### src/rtl/fmap_pkg.sv
// Shared types and width helpers for the feature-map stream serializer.
package fmap_pkg;

  typedef enum logic {IDLE, STREAM} state_t;

  localparam int unsigned FMAP_IN_D_W = 18;
  localparam int unsigned FMAP_R      = 3;
  localparam int unsigned FMAP_C      = 3;
  localparam int unsigned FMAP_N      = FMAP_R * FMAP_C;

  // Index/field width that stays at least one bit for degenerate sizes.
  function automatic int unsigned clog2_min1(input int unsigned n);
    return (n <= 1) ? 1 : $clog2(n);
  endfunction

endpackage

### src/rtl/fmap_next_idx.sv
// Priority encoder: next set mask bit after idx (or from 0 when start), with its row/col.
// Present only when FMAP_SKIP_ZERO_EN is defined.
`ifdef FMAP_SKIP_ZERO_EN
module fmap_next_idx #(
  parameter int unsigned R     = 3,
  parameter int unsigned C     = 3,
  parameter int unsigned IDX_W = 4,
  parameter int unsigned RW    = 2,
  parameter int unsigned CW    = 2
) (
  input  logic [R*C-1:0]   mask,
  input  logic [IDX_W-1:0] idx,
  input  logic             start,
  output logic [IDX_W-1:0] next_idx_c,
  output logic [RW-1:0]    next_row_c,
  output logic [CW-1:0]    next_col_c,
  output logic             is_last_c
);

  logic found;

  // Row/col come from the loop counters, so no divider is inferred.
  always_comb begin
    found      = 1'b0;
    next_idx_c = IDX_W'(R*C - 1);
    next_row_c = RW'(R - 1);
    next_col_c = CW'(C - 1);
    for (int unsigned r = 0; r < R; r++) begin
      for (int unsigned c = 0; c < C; c++) begin
        if (!found && mask[r*C + c] && (start || (IDX_W'(r*C + c) > idx))) begin
          found      = 1'b1;
          next_idx_c = IDX_W'(r*C + c);
          next_row_c = RW'(r);
          next_col_c = CW'(c);
        end
      end
    end
    is_last_c = (next_idx_c == IDX_W'(R*C - 1));
  end

endmodule
`endif

### src/rtl/fmap_stream_serializer.sv
// Captures a flattened R*C map and streams it row-major, one element per handshake.
// Optional FMAP_SKIP_ZERO_EN: skip zero elements (last element always emitted).
module fmap_stream_serializer
  import fmap_pkg::*;
#(
  parameter int unsigned In_d_W = FMAP_IN_D_W,
  parameter int unsigned R      = FMAP_R,
  parameter int unsigned C      = FMAP_C
) (
  input  logic                          clk,
  input  logic                          clr,
  input  logic                          load_valid,
  output logic                          load_ready,
  input  logic [In_d_W*R*C-1:0]         X,
  output logic                          out_valid,
  input  logic                          out_ready,
  output logic [In_d_W-1:0]             out_data,
  output logic [clog2_min1(R)-1:0]      out_row,
  output logic [clog2_min1(C)-1:0]      out_col,
  output logic                          out_last,
  output logic                          busy
);

  localparam int unsigned N     = R * C;
  localparam int unsigned IDX_W = clog2_min1(N);
  localparam int unsigned RW    = clog2_min1(R);
  localparam int unsigned CW    = clog2_min1(C);

  state_t               state;
  logic [IDX_W-1:0]     idx;
  logic [In_d_W*N-1:0]  map;
  logic                 load_fire;
  logic                 beat_fire;

  logic [IDX_W-1:0]     first_idx, adv_idx;
  logic [RW-1:0]        first_row, adv_row;
  logic [CW-1:0]        first_col, adv_col;
  logic                 first_last, adv_last;
  logic [In_d_W-1:0]    first_data, adv_data;

  // Accept a map when idle, or on the final beat for a bubble-free follow-on.
  assign load_ready = !clr && ((state == IDLE) ||
                               ((state == STREAM) && out_last && out_ready));
  assign load_fire  = load_valid && load_ready;
  assign beat_fire  = out_valid && out_ready;

  assign first_data = X[first_idx*In_d_W +: In_d_W];
  assign adv_data   = map[adv_idx*In_d_W +: In_d_W];

`ifdef FMAP_SKIP_ZERO_EN
  logic [N-1:0] mask;
  logic [N-1:0] load_mask;

  // Last element is forced into the mask so every map ends with one last beat.
  always_comb begin
    load_mask = '0;
    for (int unsigned i = 0; i < N; i++) begin
      load_mask[i] = (X[i*In_d_W +: In_d_W] != '0);
    end
    load_mask[N-1] = 1'b1;
  end

  fmap_next_idx #(.R(R), .C(C), .IDX_W(IDX_W), .RW(RW), .CW(CW)) u_first (
    .mask       (load_mask),
    .idx        ('0),
    .start      (1'b1),
    .next_idx_c (first_idx),
    .next_row_c (first_row),
    .next_col_c (first_col),
    .is_last_c  (first_last)
  );

  fmap_next_idx #(.R(R), .C(C), .IDX_W(IDX_W), .RW(RW), .CW(CW)) u_adv (
    .mask       (mask),
    .idx        (idx),
    .start      (1'b0),
    .next_idx_c (adv_idx),
    .next_row_c (adv_row),
    .next_col_c (adv_col),
    .is_last_c  (adv_last)
  );
`else
  assign first_idx  = '0;
  assign first_row  = '0;
  assign first_col  = '0;
  assign first_last = (N == 1);

  // Row/col counters step with the index; col wraps into the next row.
  always_comb begin
    adv_idx = idx + 1'b1;
    adv_row = out_row;
    adv_col = out_col + 1'b1;
    if (out_col == CW'(C - 1)) begin
      adv_col = '0;
      adv_row = out_row + 1'b1;
    end
    adv_last = (adv_idx == IDX_W'(N - 1));
  end
`endif

  always_ff @(posedge clk) begin
    if (clr) begin
      state     <= IDLE;
      idx       <= '0;
      map       <= '0;
      out_valid <= 1'b0;
      out_data  <= '0;
      out_row   <= '0;
      out_col   <= '0;
      out_last  <= 1'b0;
      busy      <= 1'b0;
`ifdef FMAP_SKIP_ZERO_EN
      mask      <= '0;
`endif
    end else if (load_fire) begin
      state     <= STREAM;
      map       <= X;
      idx       <= first_idx;
      out_valid <= 1'b1;
      busy      <= 1'b1;
      out_data  <= first_data;
      out_row   <= first_row;
      out_col   <= first_col;
      out_last  <= first_last;
`ifdef FMAP_SKIP_ZERO_EN
      mask      <= load_mask;
`endif
    end else if (beat_fire) begin
      if (out_last) begin
        state     <= IDLE;
        out_valid <= 1'b0;
        busy      <= 1'b0;
        out_last  <= 1'b0;
      end else begin
        idx      <= adv_idx;
        out_data <= adv_data;
        out_row  <= adv_row;
        out_col  <= adv_col;
        out_last <= adv_last;
      end
    end
  end

endmodule

### config.mk
export PLATFORM = sky130hd
export DESIGN_NAME = fmap_stream_serializer
export DESIGN_NICKNAME = d
export VERILOG_FILES = /design/src/rtl/fmap_pkg.sv /design/src/rtl/fmap_next_idx.sv /design/src/rtl/fmap_stream_serializer.sv
export SDC_FILE = /design/constraint.sdc
export NUM_CORES = 1
export LEC_CHECK = 0
export CAP_MARGIN = 5
export CORE_UTILIZATION = 42
export CTS_CLUSTER_DIAMETER = 150
export DETAILED_ROUTE_END_ITERATION = 6
export PLACE_DENSITY = 0.75
export REMOVE_ABC_BUFFERS = 1
export SETUP_SLACK_MARGIN = 0.1
export SYNTH_ARGS = -nofsm -noshare
export SYNTH_HDL_FRONTEND = slang
export SYNTH_SLANG_ARGS = --single-unit
### constraint.sdc
create_clock -name clk -period 2.5 [get_ports clk]
set_input_delay 0.625 -clock clk [delete_from_list [all_inputs] [get_ports clk]]
set_output_delay 0.625 -clock clk [all_outputs]
set_load 0.05 [all_outputs]
==> results of run 1 <==
## state kept, by name, summed over array words and instances (netlist names)
signal and flops:
out_data 18, out_col 2, state 1, map 162, out_last 1, idx 4, out_row 2
## worst min-delay path, stage by stage (launching register included)
cell,delay (ps)
dfxtp_1,310
nand2_1,50
o21ai_1,50
## how the worst max path moves through the flow
stage	from	endpoint	depth (start not counted)
after floorplan	state	map[139]	4
after global routing	state	out_valid	1
after global placement	out_ready	idx[1]	8
final	state	busy	1
after detailed placement	out_ready	idx[1]	8
after CTS	state	busy	1
## through the flow
step | TNS, ps | utilization [%] | power (mW)
global route | 0 | 57.6 | 7.30
floorplan | -846920 | - | 3.98
finish | 0 | 57.6 | 7.00
CTS | 0 | 57.6 | 7.07
detailed placement | 0 | 54.6 | 4.50
global placement | 0 | 54.6 | 4.48
## logic make-up after synthesis
| group | Yosys count | synth area share (%) |
|---|---|---|
| AND/OR/NAND/NOR | 378 | 18.4 |
| flip-flops | 190 | 47.7 |
| XOR/XNOR | 5 | 0.550 |
| multiplexers | 38 | 10.6 |
| adder cells (fa/ha/maj) | 2 | 0.314 |
| AO/OA/AOI/OAI | 228 | 16.3 |
| buffers and inverters | 77 | 6.12 |
## cell type report
class / count / share of cell area (%)
Clock inverter: 9 / 0.792
Tap cell: 234 / 2.72
Clock buffer: 22 / 4.41
Inverter: 3 / 0.151
Sequential cell: 190 / 35.4
Multi-Input combinational cell: 651 / 34.4
Timing Repair Buffer: 226 / 22.1
## layout by cell type (no fill, tap or decap), drive strengths merged, types with 2 or more instances in the layout
cell type	synthesis	final
nand2	350	350
clkinvlp	0	3
nand3	3	3
o21ai	164	164
clkinv	0	3
nand4	2	2
o221ai	18	18
mux2i	2	2
buf	38	36
and2	2	2
nor2	12	12
mux4	36	36
ha	2	2
dfxtp	190	190
nor3b	2	2
xor2	3	3
a21oi	26	26
inv	3	5
xnor2	2	2
a221oi	18	18
nor2b	2	2
clkdlybuf4s50	0	190
clkbuf	36	22
## power by group through the flow
| stage | combinational [mW] | sequential, mW | clock (mW) |
|---|---|---|---|
| 2_1_floorplan | 0.467 | 3.51 | 0 |
| 6_report | 1.08 | 3.35 | 2.57 |
| 3_3_place_gp | 1.07 | 3.41 | 0 |
| 3_5_place_dp | 1.09 | 3.42 | 0 |
| 4_1_cts | 1.09 | 3.35 | 2.63 |
| 5_1_grt | 1.17 | 3.37 | 2.76 |
## layer usage
layer | vias up | share of wire, % | global-route usage (%)
met1 | 3159 | 47 | 28.6
met3 | 24 | 5.6 | 3.58
met5 | - | 0 | 0
met2 | 191 | 46 | 32.7
li1 | 3477 | - | -
met4 | 0 | 1.6 | 7.11
==> results.txt, run 1 <==
Outcome = finished clean
Largest net degree at the start of global routing = 92
CP max stage cell = clkdlybuf4s50_1
Synth top area share = 47.7%
Core Footprint = 18600 µm²
Die width = 140 µm
Sw power = 1.75 mW
Worst hold-check slack = 444 ps
Setup crit end kind = output port
Initial DRC count = 348
Hold Path Class = reg2reg
Max rail drop VDD = 409 µV
Reg2reg path depth = 5
Root Buffer = clkbuf_16
R2r setup slk = 310 ps
PwrDens = 652 nW/µm²
Maxcap violations = 0
Final Critical Period = 2310 ps
Total internal power = 5.26 mW
Chip Height = 140 µm
Final clock skew = 9.06 ps
CP required = 1880 ps
Number of synthesized register bits = 190
Most frequent cells after synthesis = nand2_1 (350), dfxtp_1 (190), o21ai_1 (160)
Tcrit/Tclk final = 92.6%
Post-CTS sizing = 0
Initial core utilization = 42.7%
ANT cells = 0
Final-report hold violation count = 0
Synth top area cells = dfxtp_1 (48%), nand2_1 (16%), mux4_2 (10%), o21ai_1 (10%), buf_6 (3.3%)
First-pass GRT wire length = 32000 µm
Clk sink count = 190
Top FF cell, synth = dfxtp_1
Gr usage total = 20.7%
Drt wl/cell = 15.0 µm
Combinational power share = 15.4%
Rows = 50
Unique masters post-synth = 34
H-Tree Depth = 4
Fin. max-slew vios = 0
Finished Layout Cells = 1335
Placer Congestion = 0.790
Multi-input logic area = 3700 µm²
Worst Min Path Start = map[83]
CTS tree = yes
Number of global-route vias before repair = 6534
Fill cell count = 1672
Endpoints failing setup = 0
Hold Path End = map[83]
Peak Freq = 432 MHz
Clk buf depth = 2
Register Area = 3800 µm²
Post-detailed-placement cell area = 10200 µm²
Yosys warnings = 0
Sequential share of power = 47.8%
Async set-reset flop share out of synthesis = 0%
Avg Vias per Cell = 5.13
CTS Hold Bufs = 0
Area growth, synth to finish = 34.8%
RR Endpoint = out_data[12]
Clock Latency Late Sink = 410 ps
CTS buffer count = 17
Switching share of total power = 25.0%
Initial antenna violation count = 0
Synthesized instance count = 918
CP Class = reg2out
CP startpoint kind = flip-flop
Worst EP arrival = 1690 ps
Crit-path leading delay family = buffers and inverters
# port buffers = 191
Post-DRT Antenna Nets = 0
Reg-to-reg critical path startpoint = idx[1]
Slew HR = 52.7%
Share of post-route cells with drive strength above 1 = 10.2%
Lkg Pwr = 3.84 nW
Synth area leader = dfxtp_1
Placed Cells = 1304
Worst slew pin tran = 709 ps
Critical-path cell list = clkdlybuf4s50_1
Residual DRC = 0
Fin worst setup slack = 185 ps
Sequential fraction of the synthesis area = 47.7%
Die area = 19500 µm²
Post-synth EDFFs = 0
Final net count = 1257
Overflow after GRT = 0
DP Worst Slack = 148 ps
First-pass detailed-route iteration total = 5
Clock power frac = 36.8%
Post CTS Setup Buffer Count = 0
Final instance area = 10700 µm²
RSZ-0062 raised after global routing = false
Clock transition at the registers of the reported paths = 60 ps
Hold Path Stages = 2
Routed WL = 20100 µm
Bufs and invs on worst path = 1
Vias = 6851
Worst path max stage delay = 840 ps
Mapped cell area = 7970 µm²
Count leader, synth = nand2_1
Hpwl dp = 13700 µm
Ports = 192
Avg Cell Area, Syn = 8.68 µm²
Critical Path Fanout Max = 7
Note: power is estimated with default switching activity, not from simulation.
==> inputs of run 2 (changes only) <==
--- a/config.mk
+++ b/config.mk
@@ -5,6 +5,7 @@
 export SDC_FILE = /design/constraint.sdc
 export NUM_CORES = 1
 export LEC_CHECK = 0
+export ABC_CLOCK_PERIOD_IN_PS = 2500
 export CAP_MARGIN = 5
 export CORE_UTILIZATION = 42
 export CTS_CLUSTER_DIAMETER = 150
@@ -12,6 +13,7 @@
 export PLACE_DENSITY = 0.75
 export REMOVE_ABC_BUFFERS = 1
 export SETUP_SLACK_MARGIN = 0.1
+export SLEW_MARGIN = 20
 export SYNTH_ARGS = -nofsm -noshare
 export SYNTH_HDL_FRONTEND = slang
 export SYNTH_SLANG_ARGS = --single-unit
==> results of run 2 <==
The final DEF is identical to that of run 1; final timing and power are the same.
